### src/rtl/vx_rop_batch_agent.sv
// vx_rop_batch_agent: captures a warp, issues it as NUM_LANES-wide ROP requests, then commits it.
// Optional build macro VX_ROP_SKIP_EMPTY_EN: batches with an empty thread-mask slice are skipped.
module vx_rop_batch_agent #(
  parameter int THREAD_CNT = 8,
  parameter int NUM_LANES  = 2,
  parameter int DIM_BITS   = 11,
  parameter int DEPTH_BITS = 24,
  parameter int UUID_W     = 44,
  parameter int NW_W       = 4
) (
  input  logic                           clk,
  input  logic                           reset,
  input  logic                           exe_valid,
  output logic                           exe_ready,
  input  logic [UUID_W-1:0]              exe_uuid,
  input  logic [NW_W-1:0]                exe_wid,
  input  logic [THREAD_CNT-1:0]          exe_tmask,
  input  logic [THREAD_CNT*32-1:0]       exe_rs1,
  input  logic [THREAD_CNT*32-1:0]       exe_rs2,
  input  logic [THREAD_CNT*32-1:0]       exe_rs3,
  output logic                           req_valid,
  input  logic                           req_ready,
  output logic [UUID_W-1:0]              req_uuid,
  output logic [NUM_LANES-1:0]           req_mask,
  output logic [NUM_LANES*DIM_BITS-1:0]  req_pos_x,
  output logic [NUM_LANES*DIM_BITS-1:0]  req_pos_y,
  output logic [NUM_LANES-1:0]           req_face,
  output logic [NUM_LANES*32-1:0]        req_color,
  output logic [NUM_LANES*DEPTH_BITS-1:0] req_depth,
  output logic                           commit_valid,
  input  logic                           commit_ready,
  output logic [UUID_W-1:0]              commit_uuid,
  output logic [NW_W-1:0]                commit_wid,
  output logic [THREAD_CNT-1:0]          commit_tmask
);
  // state  | meaning
  // IDLE   | waiting for a warp, exe_ready high
  // ISSUE  | presenting batch cur_b on req_*
  // COMMIT | all batches sent, holding commit_valid until commit_ready

  localparam int NB = THREAD_CNT / NUM_LANES;
  localparam int BW = (NB > 1) ? $clog2(NB) : 1;
`ifdef VX_ROP_SKIP_EMPTY_EN
  localparam bit SKIP = 1'b1;
`else
  localparam bit SKIP = 1'b0;
`endif

  typedef enum logic [1:0] {IDLE, ISSUE, COMMIT} state_t;
  state_t state;

  logic [BW-1:0]         bidx, cur_b, next_b;
  logic                  has_next;
  logic                  capture;
  logic [UUID_W-1:0]     uuid_q;
  logic [NW_W-1:0]       wid_q;
  logic [THREAD_CNT-1:0] tmask_q;
  logic                  face_q  [THREAD_CNT];
  logic [DIM_BITS-1:0]   pos_x_q [THREAD_CNT];
  logic [DIM_BITS-1:0]   pos_y_q [THREAD_CNT];
  logic [31:0]           color_q [THREAD_CNT];
  logic [DEPTH_BITS-1:0] depth_q [THREAD_CNT];
  logic                  unused_rs_bits;

  assign capture        = (state == IDLE) && exe_valid;
  assign unused_rs_bits = ^{exe_rs1, exe_rs3};

  always_ff @(posedge clk) begin
    if (capture) begin
      uuid_q  <= exe_uuid;
      wid_q   <= exe_wid;
      tmask_q <= exe_tmask;
      for (int t = 0; t < THREAD_CNT; t++) begin
        face_q[t]  <= exe_rs1[t*32];
        pos_x_q[t] <= exe_rs1[t*32+1 +: DIM_BITS];
        pos_y_q[t] <= exe_rs1[t*32+16 +: DIM_BITS];
        color_q[t] <= exe_rs2[t*32 +: 32];
        depth_q[t] <= exe_rs3[t*32 +: DEPTH_BITS];
      end
    end
  end

`ifdef VX_ROP_SKIP_EMPTY_EN
  // bidx is a lower bound; the presented batch is the first non-empty one at or above it
  logic cur_found;
  always_comb begin
    cur_b     = bidx;
    next_b    = bidx;
    has_next  = 1'b0;
    cur_found = 1'b0;
    for (int b = 0; b < NB; b++) begin
      if (!cur_found && (b >= int'(bidx)) && (tmask_q[b*NUM_LANES +: NUM_LANES] != '0)) begin
        cur_b     = BW'(b);
        cur_found = 1'b1;
      end else if (cur_found && !has_next && (tmask_q[b*NUM_LANES +: NUM_LANES] != '0)) begin
        next_b   = BW'(b);
        has_next = 1'b1;
      end
    end
  end
`else
  always_comb begin
    cur_b    = bidx;
    next_b   = bidx + BW'(1);
    has_next = (bidx != BW'(NB - 1));
  end
`endif

  always_comb begin
    req_mask  = '0;
    req_face  = '0;
    req_pos_x = '0;
    req_pos_y = '0;
    req_color = '0;
    req_depth = '0;
    for (int b = 0; b < NB; b++) begin
      if (cur_b == BW'(b)) begin
        req_mask = tmask_q[b*NUM_LANES +: NUM_LANES];
        for (int l = 0; l < NUM_LANES; l++) begin
          req_face[l]                           = face_q[b*NUM_LANES+l];
          req_pos_x[l*DIM_BITS +: DIM_BITS]     = pos_x_q[b*NUM_LANES+l];
          req_pos_y[l*DIM_BITS +: DIM_BITS]     = pos_y_q[b*NUM_LANES+l];
          req_color[l*32 +: 32]                 = color_q[b*NUM_LANES+l];
          req_depth[l*DEPTH_BITS +: DEPTH_BITS] = depth_q[b*NUM_LANES+l];
        end
      end
    end
  end

  assign req_uuid     = uuid_q;
  assign commit_uuid  = uuid_q;
  assign commit_wid   = wid_q;
  assign commit_tmask = tmask_q;

  always_ff @(posedge clk) begin
    if (reset) begin
      state        <= IDLE;
      bidx         <= '0;
      req_valid    <= 1'b0;
      commit_valid <= 1'b0;
      exe_ready    <= 1'b1;
    end else begin
      case (state)
        IDLE: begin
          if (exe_valid) begin
            bidx      <= '0;
            exe_ready <= 1'b0;
            if (SKIP && (exe_tmask == '0)) begin
              state        <= COMMIT;
              commit_valid <= 1'b1;
            end else begin
              state     <= ISSUE;
              req_valid <= 1'b1;
            end
          end
        end
        ISSUE: begin
          if (req_ready) begin
            if (has_next) begin
              bidx <= next_b;
            end else begin
              state        <= COMMIT;
              req_valid    <= 1'b0;
              commit_valid <= 1'b1;
            end
          end
        end
        COMMIT: begin
          if (commit_ready) begin
            state        <= IDLE;
            commit_valid <= 1'b0;
            exe_ready    <= 1'b1;
          end
        end
        default: state <= IDLE;
      endcase
    end
  end

endmodule

### config.mk
export PLATFORM = sky130hd
export DESIGN_NAME = vx_rop_batch_agent
export DESIGN_NICKNAME = d
export VERILOG_FILES = /design/src/rtl/vx_rop_batch_agent.sv
export SDC_FILE = /design/constraint.sdc
export NUM_CORES = 1
export LEC_CHECK = 0
export CAP_MARGIN = 20
export CORE_AREA = 2 2 426 428
export DETAILED_ROUTE_END_ITERATION = 10
export DIE_AREA = 0 0 428 430
export GPL_TIMING_DRIVEN = 0
export PLACE_DENSITY_LB_ADDON = 0.1
export SLEW_MARGIN = 20
export SYNTH_ARGS = -nofsm -noshare
export SYNTH_HDL_FRONTEND = slang
export SYNTH_SLANG_ARGS = --single-unit
### constraint.sdc
create_clock -name clk -period 22.7 [get_ports clk]
set_input_delay 4.54 -clock clk [delete_from_list [all_inputs] [get_ports clk]]
set_output_delay 4.54 -clock clk [all_outputs]
set_load 0.01 [all_outputs]
==> flow_results.xml, run 1 <==
<?xml version="1.0" encoding="UTF-8"?>
<metrics>
  <group name="clock_network">
    <metric name="post-cts-setup-buffer-count" unit="">0</metric>
    <metric name="cts-htree-levels" unit="">3</metric>
    <metric name="cts-root-to-sink-buffers" unit="">3</metric>
    <metric name="clk_pin_slew" unit="ps">60</metric>
    <metric name="cts_hold_buffers" unit="">0</metric>
    <metric name="cts_made_buffers" unit="">93</metric>
    <metric name="clock_sink_count" unit="">695</metric>
    <metric name="cts.repair.resized" unit="">0</metric>
    <metric name="cts-root-buf" unit="">clkbuf_16</metric>
    <metric name="clk_latency" unit="ps">710</metric>
    <metric name="cts_tree" unit="">yes</metric>
  </group>
  <group name="placement">
    <metric name="portBuffers" unit="">954</metric>
    <metric name="routabilityCongestion" unit="">0.750</metric>
    <metric name="hpwl" unit="µm">97900</metric>
    <metric name="dpl.cell_count" unit="">5200</metric>
    <metric name="place_ws" unit="ps">15040</metric>
  </group>
  <group name="power_and_ir_drop">
    <metric name="power_per_cell_area" unit="nW/µm²">79.0</metric>
    <metric name="power.leakage" unit="µW">0.0158</metric>
    <metric name="fin_total_pwr" unit="µW">3450</metric>
    <metric name="vdd.ir_drop.worst" unit="µV">45.3</metric>
  </group>
  <group name="final_layout">
    <metric name="finalNonFillerCells" unit="">5387</metric>
    <metric name="final_layout_size_suffix_gt1_share" unit="%">13.9</metric>
    <metric name="nets_finish" unit="">3758</metric>
    <metric name="num-fill-cells" unit="">18825</metric>
    <metric name="area_growth" unit="%">57.8</metric>
  </group>
  <group name="global_route">
    <metric name="global_route.usage.met1" unit="%">14.9</metric>
    <metric name="grt_busiest_layer" unit="">met2</metric>
    <metric name="grt_remaining_overflow" unit="">0</metric>
    <metric name="groute.usage.overall" unit="%">13.7</metric>
    <metric name="number_of_antenna_violations_at_the_first_check_in_global_routing" unit="">57</metric>
    <metric name="grt_first_pass_wirelength" unit="µm">174000</metric>
    <metric name="vias_in_the_first_global_route" unit="">20402</metric>
    <metric name="grt.met2_usage" unit="%">24.4</metric>
    <metric name="grt_start_max_net_pins" unit="">50</metric>
    <metric name="grt_use_met3" unit="%">4.87</metric>
  </group>
  <group name="synth">
    <metric name="synth-simple-area-share" unit="%">2.45</metric>
    <metric name="synthCells" unit="">1858</metric>
    <metric name="synth_sequential_area_ratio" unit="%">75.2</metric>
    <metric name="ys_ff_latch" unit="">695</metric>
    <metric name="syn-mean-instance-area" unit="µm²">14.9</metric>
    <metric name="synth_area" unit="µm²">27700</metric>
    <metric name="proportion_of_synthesized_area_in_mux_cells" unit="%">0</metric>
    <metric name="yosysWarningCount" unit="">0</metric>
    <metric name="synth_compound_gate_area_share" unit="%">15.5</metric>
    <metric name="synthDominantCellAreaShare" unit="%">74.7</metric>
    <metric name="yosys-top-cells-area" unit="">edfxtp_1 (75%), a22o_1 (5.1%), a21oi_1 (3.9%), a21oi_2 (3.4%), o21ai_1 (2.9%)</metric>
    <metric name="synth.net_count" unit="">2691</metric>
    <metric name="netlist-cell-type-count" unit="">27</metric>
    <metric name="leading_area_contributor_after_synthesis" unit="">edfxtp_1</metric>
    <metric name="synth_top_family_by_area" unit="">compound AO/OA/AOI/OAI gates</metric>
    <metric name="synthXorXnorAreaFrac" unit="%">0</metric>
    <metric name="adder_cell_fraction_of_synth_area" unit="%">0.181</metric>
  </group>
  <group name="detailed_routing">
    <metric name="wire_per_inst" unit="µm">24.1</metric>
    <metric name="postRouteAntennaNets" unit="">0</metric>
    <metric name="vias" unit="">19453</metric>
    <metric name="drc" unit="">0</metric>
    <metric name="drt_wl_total" unit="µm">130000</metric>
    <metric name="dr.pass1.iters" unit="">5</metric>
    <metric name="via_density_per_instance" unit="">3.61</metric>
    <metric name="drtIter0Drc" unit="">959</metric>
  </group>
  <group name="setup_path">
    <metric name="critical_path_arrival" unit="ps">3540</metric>
    <metric name="critical_path.max_fanout" unit="">10</metric>
    <metric name="crit_path_end_kind" unit="">output port</metric>
    <metric name="worstSetupPathType" unit="">flop to output port</metric>
    <metric name="crit_required" unit="ps">18160</metric>
    <metric name="crit_path_start_kind" unit="">flop</metric>
  </group>
  <group name="sta">
    <metric name="max_slew.worst_pin.slew" unit="ps">798</metric>
    <metric name="max_slew_margin" unit="%">46.8</metric>
    <metric name="fmax" unit="MHz">124</metric>
    <metric name="timing_max_transition_violations_final" unit="">0</metric>
    <metric name="clock-skew-final" unit="ps">23.7</metric>
    <metric name="final.min_clock_period" unit="ps">8080</metric>
    <metric name="grt_setup_unrepaired" unit="">false</metric>
    <metric name="worst_hold_slack" unit="ps">480</metric>
    <metric name="min_period_over_period" unit="%">35.6</metric>
    <metric name="final_hold_viol_count" unit="">0</metric>
    <metric name="worst_slack_setup_final" unit="ps">14620</metric>
    <metric name="setup_viol_count_final" unit="">0</metric>
  </group>
  <group name="die">
    <metric name="core_area" unit="µm²">180000</metric>
    <metric name="die_area" unit="µm²">184000</metric>
    <metric name="ios" unit="">1092</metric>
    <metric name="std_cell_rows" unit="">156</metric>
    <metric name="start_util" unit="%">15.4</metric>
    <metric name="fp.dieW" unit="µm">428</metric>
    <metric name="die-height" unit="µm">430</metric>
  </group>
  <group name="min_path">
    <metric name="holdCritPathClass" unit="">flop to flop</metric>
  </group>
  <group name="run">
    <metric name="drv_cap" unit="">0</metric>
  </group>
  <group name="run_status">
    <metric name="result_of_the_run" unit="">finished, final reports clean</metric>
  </group>
</metrics>
[state kept, by name (all words and copies together), names as in the netlist]
| name | flops |
|---|---|
| bidx | 2 |
| exe_ready | 1 |
| pos_y_q | 88 |
| face_q | 8 |
| depth_q | 192 |
| commit_valid | 1 |
| req_valid | 1 |
| pos_x_q | 88 |
| commit_uuid | 44 |
| commit_tmask | 8 |
| state | 2 |
| commit_wid | 4 |
| color_q | 256 |
[cells in the mapped netlist]
cell / n
edfxtp_1: 688
a21oi_1: 217
inv_1: 162
nand2_1: 162
a22o_1: 160
o21ai_1: 160
a21oi_2: 108
buf_2: 63
buf_4: 49
buf_6: 44
clkbuf_1: 15
dfxtp_1: 7
ha_1: 4
o21ai_0: 3
nand2b_1: 2
nand3b_1: 2
or3_1: 2
a21bo_1: 1
a31oi_1: 1
and2_1: 1
and2b_1: 1
inv_2: 1
nand4bb_1: 1
nor2_1: 1
o21bai_1: 1
o31ai_2: 1
o32ai_2: 1
[worst max-delay path: stages, from the launching register on]
cell             delay, ps
dfxtp_1                340
inv_1                  130
ha_1                   150
buf_2                  350
buf_6                  380
buf_6                  200
nand2_1                 60
o21ai_1                330
a22o_1                 190
clkdlybuf4s50_1        660
[through the flow]
step                setup TNS, ps  utilization (%)  instance area [µm²]
floorplan                       0                -                27700
global placement         -6944310             22.4                40200
detailed placement              0             22.6                40700
CTS                             0             24.3                43600
global route                    0             24.3                43700
finish                          0             24.3                43700
[metal layers]
| metal | up-vias | wire, µm |
|---|---|---|
| met5 | - | 185 |
| met4 | 32 | 3620 |
| met3 | 184 | 9280 |
| met2 | 664 | 67800 |
| met1 | 9523 | 48900 |
| li1 | 9050 | - |
[layout by cell type (no fill, tap or decap), drive strengths merged]
| cell | netlist | layout |
|---|---|---|
| edfxtp | 688 | 688 |
| nand3b | 2 | 2 |
| o21ai | 163 | 163 |
| o31ai | 1 | 1 |
| nand4bb | 1 | 1 |
| a22o | 160 | 160 |
| diode | 0 | 21 |
| nor2 | 1 | 1 |
| clkinvlp | 0 | 3 |
| buf | 156 | 174 |
| or3 | 2 | 2 |
| clkdlybuf4s50 | 0 | 954 |
| clkbuf | 15 | 128 |
| and2 | 1 | 1 |
| o32ai | 1 | 1 |
| inv | 163 | 166 |
| ha | 4 | 4 |
| a31oi | 1 | 1 |
| nand2 | 162 | 162 |
| bufinv | 0 | 9 |
| nand2b | 2 | 2 |
| and2b | 1 | 1 |
| dfxtp | 7 | 7 |
| a21bo | 1 | 1 |
| clkinv | 0 | 38 |
| o21bai | 1 | 1 |
| a21oi | 325 | 325 |
[report_power, final]
| part | switching (µW) | internal [µW] |
|---|---|---|
| Sequential | 23.5 | 1500 |
| Clock | 609 | 864 |
| Combinational | 201 | 250 |
[worst paths after layout]
check | from | to | slack, ps | cells past startpoint
min | commit_valid | commit_valid | 480 | 2
min reg2reg | commit_valid | commit_valid | 480 | 2
max reg2reg | state[1] | commit_uuid[36] | 19680 | 8
max | bidx[0] | req_color[20] | 14620 | 9
[cells by family after synthesis]
family,after synthesis
flip-flops,695
AO/OA/AOI/OAI,653
buffers and inverters,334
adder cells (fa/ha/maj),4
AND/OR/NAND/NOR,172
[layout make-up]
class / count / area, µm² / share of cell area, %
multi-input combinational: 829 / 5030 / 11.5
inverter: 163 / 612 / 1.40
clock buffer: 113 / 2440 / 5.60
buffer: 171 / 1240 / 2.83
clock inverter: 53 / 509 / 1.17
antenna: 21 / 52.6 / 0.120
timing repair buffer: 972 / 10000 / 22.9
tap: 2370 / 2970 / 6.79
sequential: 695 / 20800 / 47.6
(Power assumes the default switching activity.)
==> run 2, diff against run 1 <==
clock period = 7.15 ns   (was 22.7 ns; I/O delays follow)
==> run 2 against run 1 <==
Die area is the same. First-iteration DRC count shrank 0.31%. Worst hold slack lost 20 ps. Total power grew to 3.1 times the previous value. Global-route usage shrank 0.14 points. Clock-buffer cell count grew 8. Non-clock buffer count shrank 2. Wire length shrank 1.2%. Clock power grew to 3.1 times the previous value.
==> flow_results.xml, run 2 (synthesis results as in run 1) <==
<?xml version="1.0" encoding="UTF-8"?>
<metrics>
  <group name="die">
    <metric name="die_area" unit="µm²">184000</metric>
    <metric name="ios" unit="">1092</metric>
    <metric name="std_cell_rows" unit="">156</metric>
    <metric name="die-height" unit="µm">430</metric>
    <metric name="fp.dieW" unit="µm">428</metric>
    <metric name="core_area" unit="µm²">180000</metric>
    <metric name="start_util" unit="%">15.4</metric>
  </group>
  <group name="setup_path">
    <metric name="crit_path_start_kind" unit="">flop</metric>
    <metric name="crit_required" unit="ps">5720</metric>
    <metric name="critical_path.max_fanout" unit="">10</metric>
    <metric name="crit_path_end_kind" unit="">output port</metric>
    <metric name="worstSetupPathType" unit="">flop to output port</metric>
    <metric name="critical_path_arrival" unit="ps">3570</metric>
  </group>
  <group name="placement">
    <metric name="hpwl" unit="µm">95800</metric>
    <metric name="routabilityCongestion" unit="">0.756</metric>
    <metric name="place_ws" unit="ps">2250</metric>
    <metric name="portBuffers" unit="">954</metric>
    <metric name="dpl-instance-area" unit="µm²">40600</metric>
  </group>
  <group name="detailed_routing">
    <metric name="via_density_per_instance" unit="">3.63</metric>
    <metric name="drt_wl_total" unit="µm">128000</metric>
    <metric name="postRouteAntennaNets" unit="">0</metric>
    <metric name="vias" unit="">19483</metric>
    <metric name="drtIter0Drc" unit="">956</metric>
    <metric name="drc" unit="">0</metric>
    <metric name="wire_per_inst" unit="µm">23.9</metric>
    <metric name="dr.pass1.iters" unit="">5</metric>
  </group>
  <group name="global_route">
    <metric name="grt_remaining_overflow" unit="">0</metric>
    <metric name="groute.usage.overall" unit="%">13.6</metric>
    <metric name="vias_in_the_first_global_route" unit="">20527</metric>
    <metric name="grt_start_max_net_pins" unit="">50</metric>
    <metric name="grt_first_pass_wirelength" unit="µm">173000</metric>
    <metric name="number_of_antenna_violations_at_the_first_check_in_global_routing" unit="">54</metric>
  </group>
  <group name="sta">
    <metric name="worst_hold_slack" unit="ps">460</metric>
    <metric name="max_slew_margin" unit="%">48.5</metric>
    <metric name="max_slew.worst_pin.slew" unit="ps">773</metric>
    <metric name="min_period_over_period" unit="%">69.9</metric>
    <metric name="worst_slack_setup_final" unit="ps">2150</metric>
    <metric name="timing_max_transition_violations_final" unit="">0</metric>
    <metric name="setup_viol_count_final" unit="">0</metric>
    <metric name="final.min_clock_period" unit="ps">5000</metric>
    <metric name="fmax" unit="MHz">200</metric>
    <metric name="grt_setup_unrepaired" unit="">false</metric>
    <metric name="final_hold_viol_count" unit="">0</metric>
    <metric name="clock-skew-final" unit="ps">23.1</metric>
  </group>
  <group name="run">
    <metric name="drv_cap" unit="">0</metric>
  </group>
  <group name="final_layout">
    <metric name="biggestRegsByFlops" unit="">color_q x256, depth_q x192</metric>
    <metric name="area_growth" unit="%">57.2</metric>
    <metric name="final_layout_size_suffix_gt1_share" unit="%">13.6</metric>
    <metric name="register_with_the_highest_flop_count" unit="">color_q</metric>
    <metric name="final_cell_area" unit="µm²">43500</metric>
    <metric name="largest_register_ff_count" unit="">256</metric>
    <metric name="most-common-layout-cells" unit="">clkdlybuf4s50_1 (954), edfxtp_1 (688), a21oi_1 (217), nand2_1 (162), inv_1 (162)</metric>
    <metric name="core_util_final" unit="%">24.2</metric>
    <metric name="layout_commonest_cell" unit="">clkdlybuf4s50_1</metric>
    <metric name="nets_finish" unit="">3757</metric>
  </group>
  <group name="power_and_ir_drop">
    <metric name="power_per_cell_area" unit="nW/µm²">249</metric>
    <metric name="vdd.ir_drop.worst" unit="µV">176</metric>
    <metric name="power.leakage" unit="µW">0.0157</metric>
  </group>
  <group name="clock_network">
    <metric name="cts_tree" unit="">yes</metric>
    <metric name="cts_made_buffers" unit="">94</metric>
    <metric name="cts-htree-levels" unit="">3</metric>
    <metric name="clk_pin_slew" unit="ps">60</metric>
    <metric name="cts.repair.resized" unit="">0</metric>
    <metric name="clk_latency" unit="ps">720</metric>
    <metric name="cts-root-buf" unit="">clkbuf_16</metric>
    <metric name="post-cts-setup-buffer-count" unit="">0</metric>
    <metric name="clock_sink_count" unit="">695</metric>
    <metric name="cts_hold_buffers" unit="">0</metric>
    <metric name="cts-root-to-sink-buffers" unit="">3</metric>
  </group>
  <group name="min_path">
    <metric name="holdCritPathClass" unit="">flop to flop</metric>
  </group>
  <group name="run_status">
    <metric name="result_of_the_run" unit="">finished, final reports clean</metric>
  </group>
</metrics>
## run 2: cell types whose count changed in the layout (fill, tap and decap cells not counted), sizes merged
cell | before | now
diode | 21 | 8
clkbuf | 128 | 136
clkinv | 38 | 31
bufinv | 9 | 6
buf | 174 | 172
inv | 166 | 168
clkinvlp | 3 | 4
## run 2: through the flow
stage / power (µW) / TNS [ps] / instances
floorplan: 5430 / 0 / 1858
global placement: 6420 / -2368620 / 5182
detailed placement: 6380 / 0 / 5198
CTS: 11100 / 0 / 5365
global route: 11300 / 0 / 5369
finish: 10800 / 0 / 5373
## run 2: routing by layer
| layer | GRT usage [%] | part of all wire [%] |
|---|---|---|
| met1 | 15.1 | 39 |
| met2 | 24.4 | 52 |
| met4 | 3.63 | 2.4 |
| met5 | 0 | 0.23 |
| met3 | 4.78 | 6.9 |
## run 2: layout make-up
| cell class | instances | area, µm² |
|---|---|---|
| Clock inverter | 46 | 403 |
| Inverter | 163 | 612 |
| Sequential cell | 695 | 20800 |
| Tap cell | 2370 | 2970 |
| Fill cell | 18928 | 136000 |
| Clock buffer | 121 | 2470 |
| Buffer | 171 | 1240 |
| Antenna cell | 8 | 20.0 |
| Multi-Input combinational cell | 829 | 5030 |
| Timing Repair Buffer | 970 | 9970 |
## run 2: critical path: stages (launching register included)
cell	delay [ps]
dfxtp_1	320
inv_1	130
ha_1	160
buf_2	350
buf_6	370
buf_6	210
nand2_1	60
o21ai_1	350
a22o_1	190
clkdlybuf4s50_1	680
## run 2: final timing paths
kind,depth (start not counted),startpoint,slack (ps),to
max,9,bidx[1],2150,req_color[17]
min,2,commit_valid,460,commit_valid
max reg2reg,8,state[1],3820,color_q[1][28]
min reg2reg,2,commit_valid,460,commit_valid
## run 2: report_power, final
group / leakage, µW / total, µW / switching [µW] / internal [µW]
clock network: 0.00139 / 4570 / 1920 / 2650
logic: 0.00774 / 1430 / 635 / 793
registers: 0.00661 / 4830 / 73.5 / 4760
total: 0.0157 / 10800 / 2630 / 8200
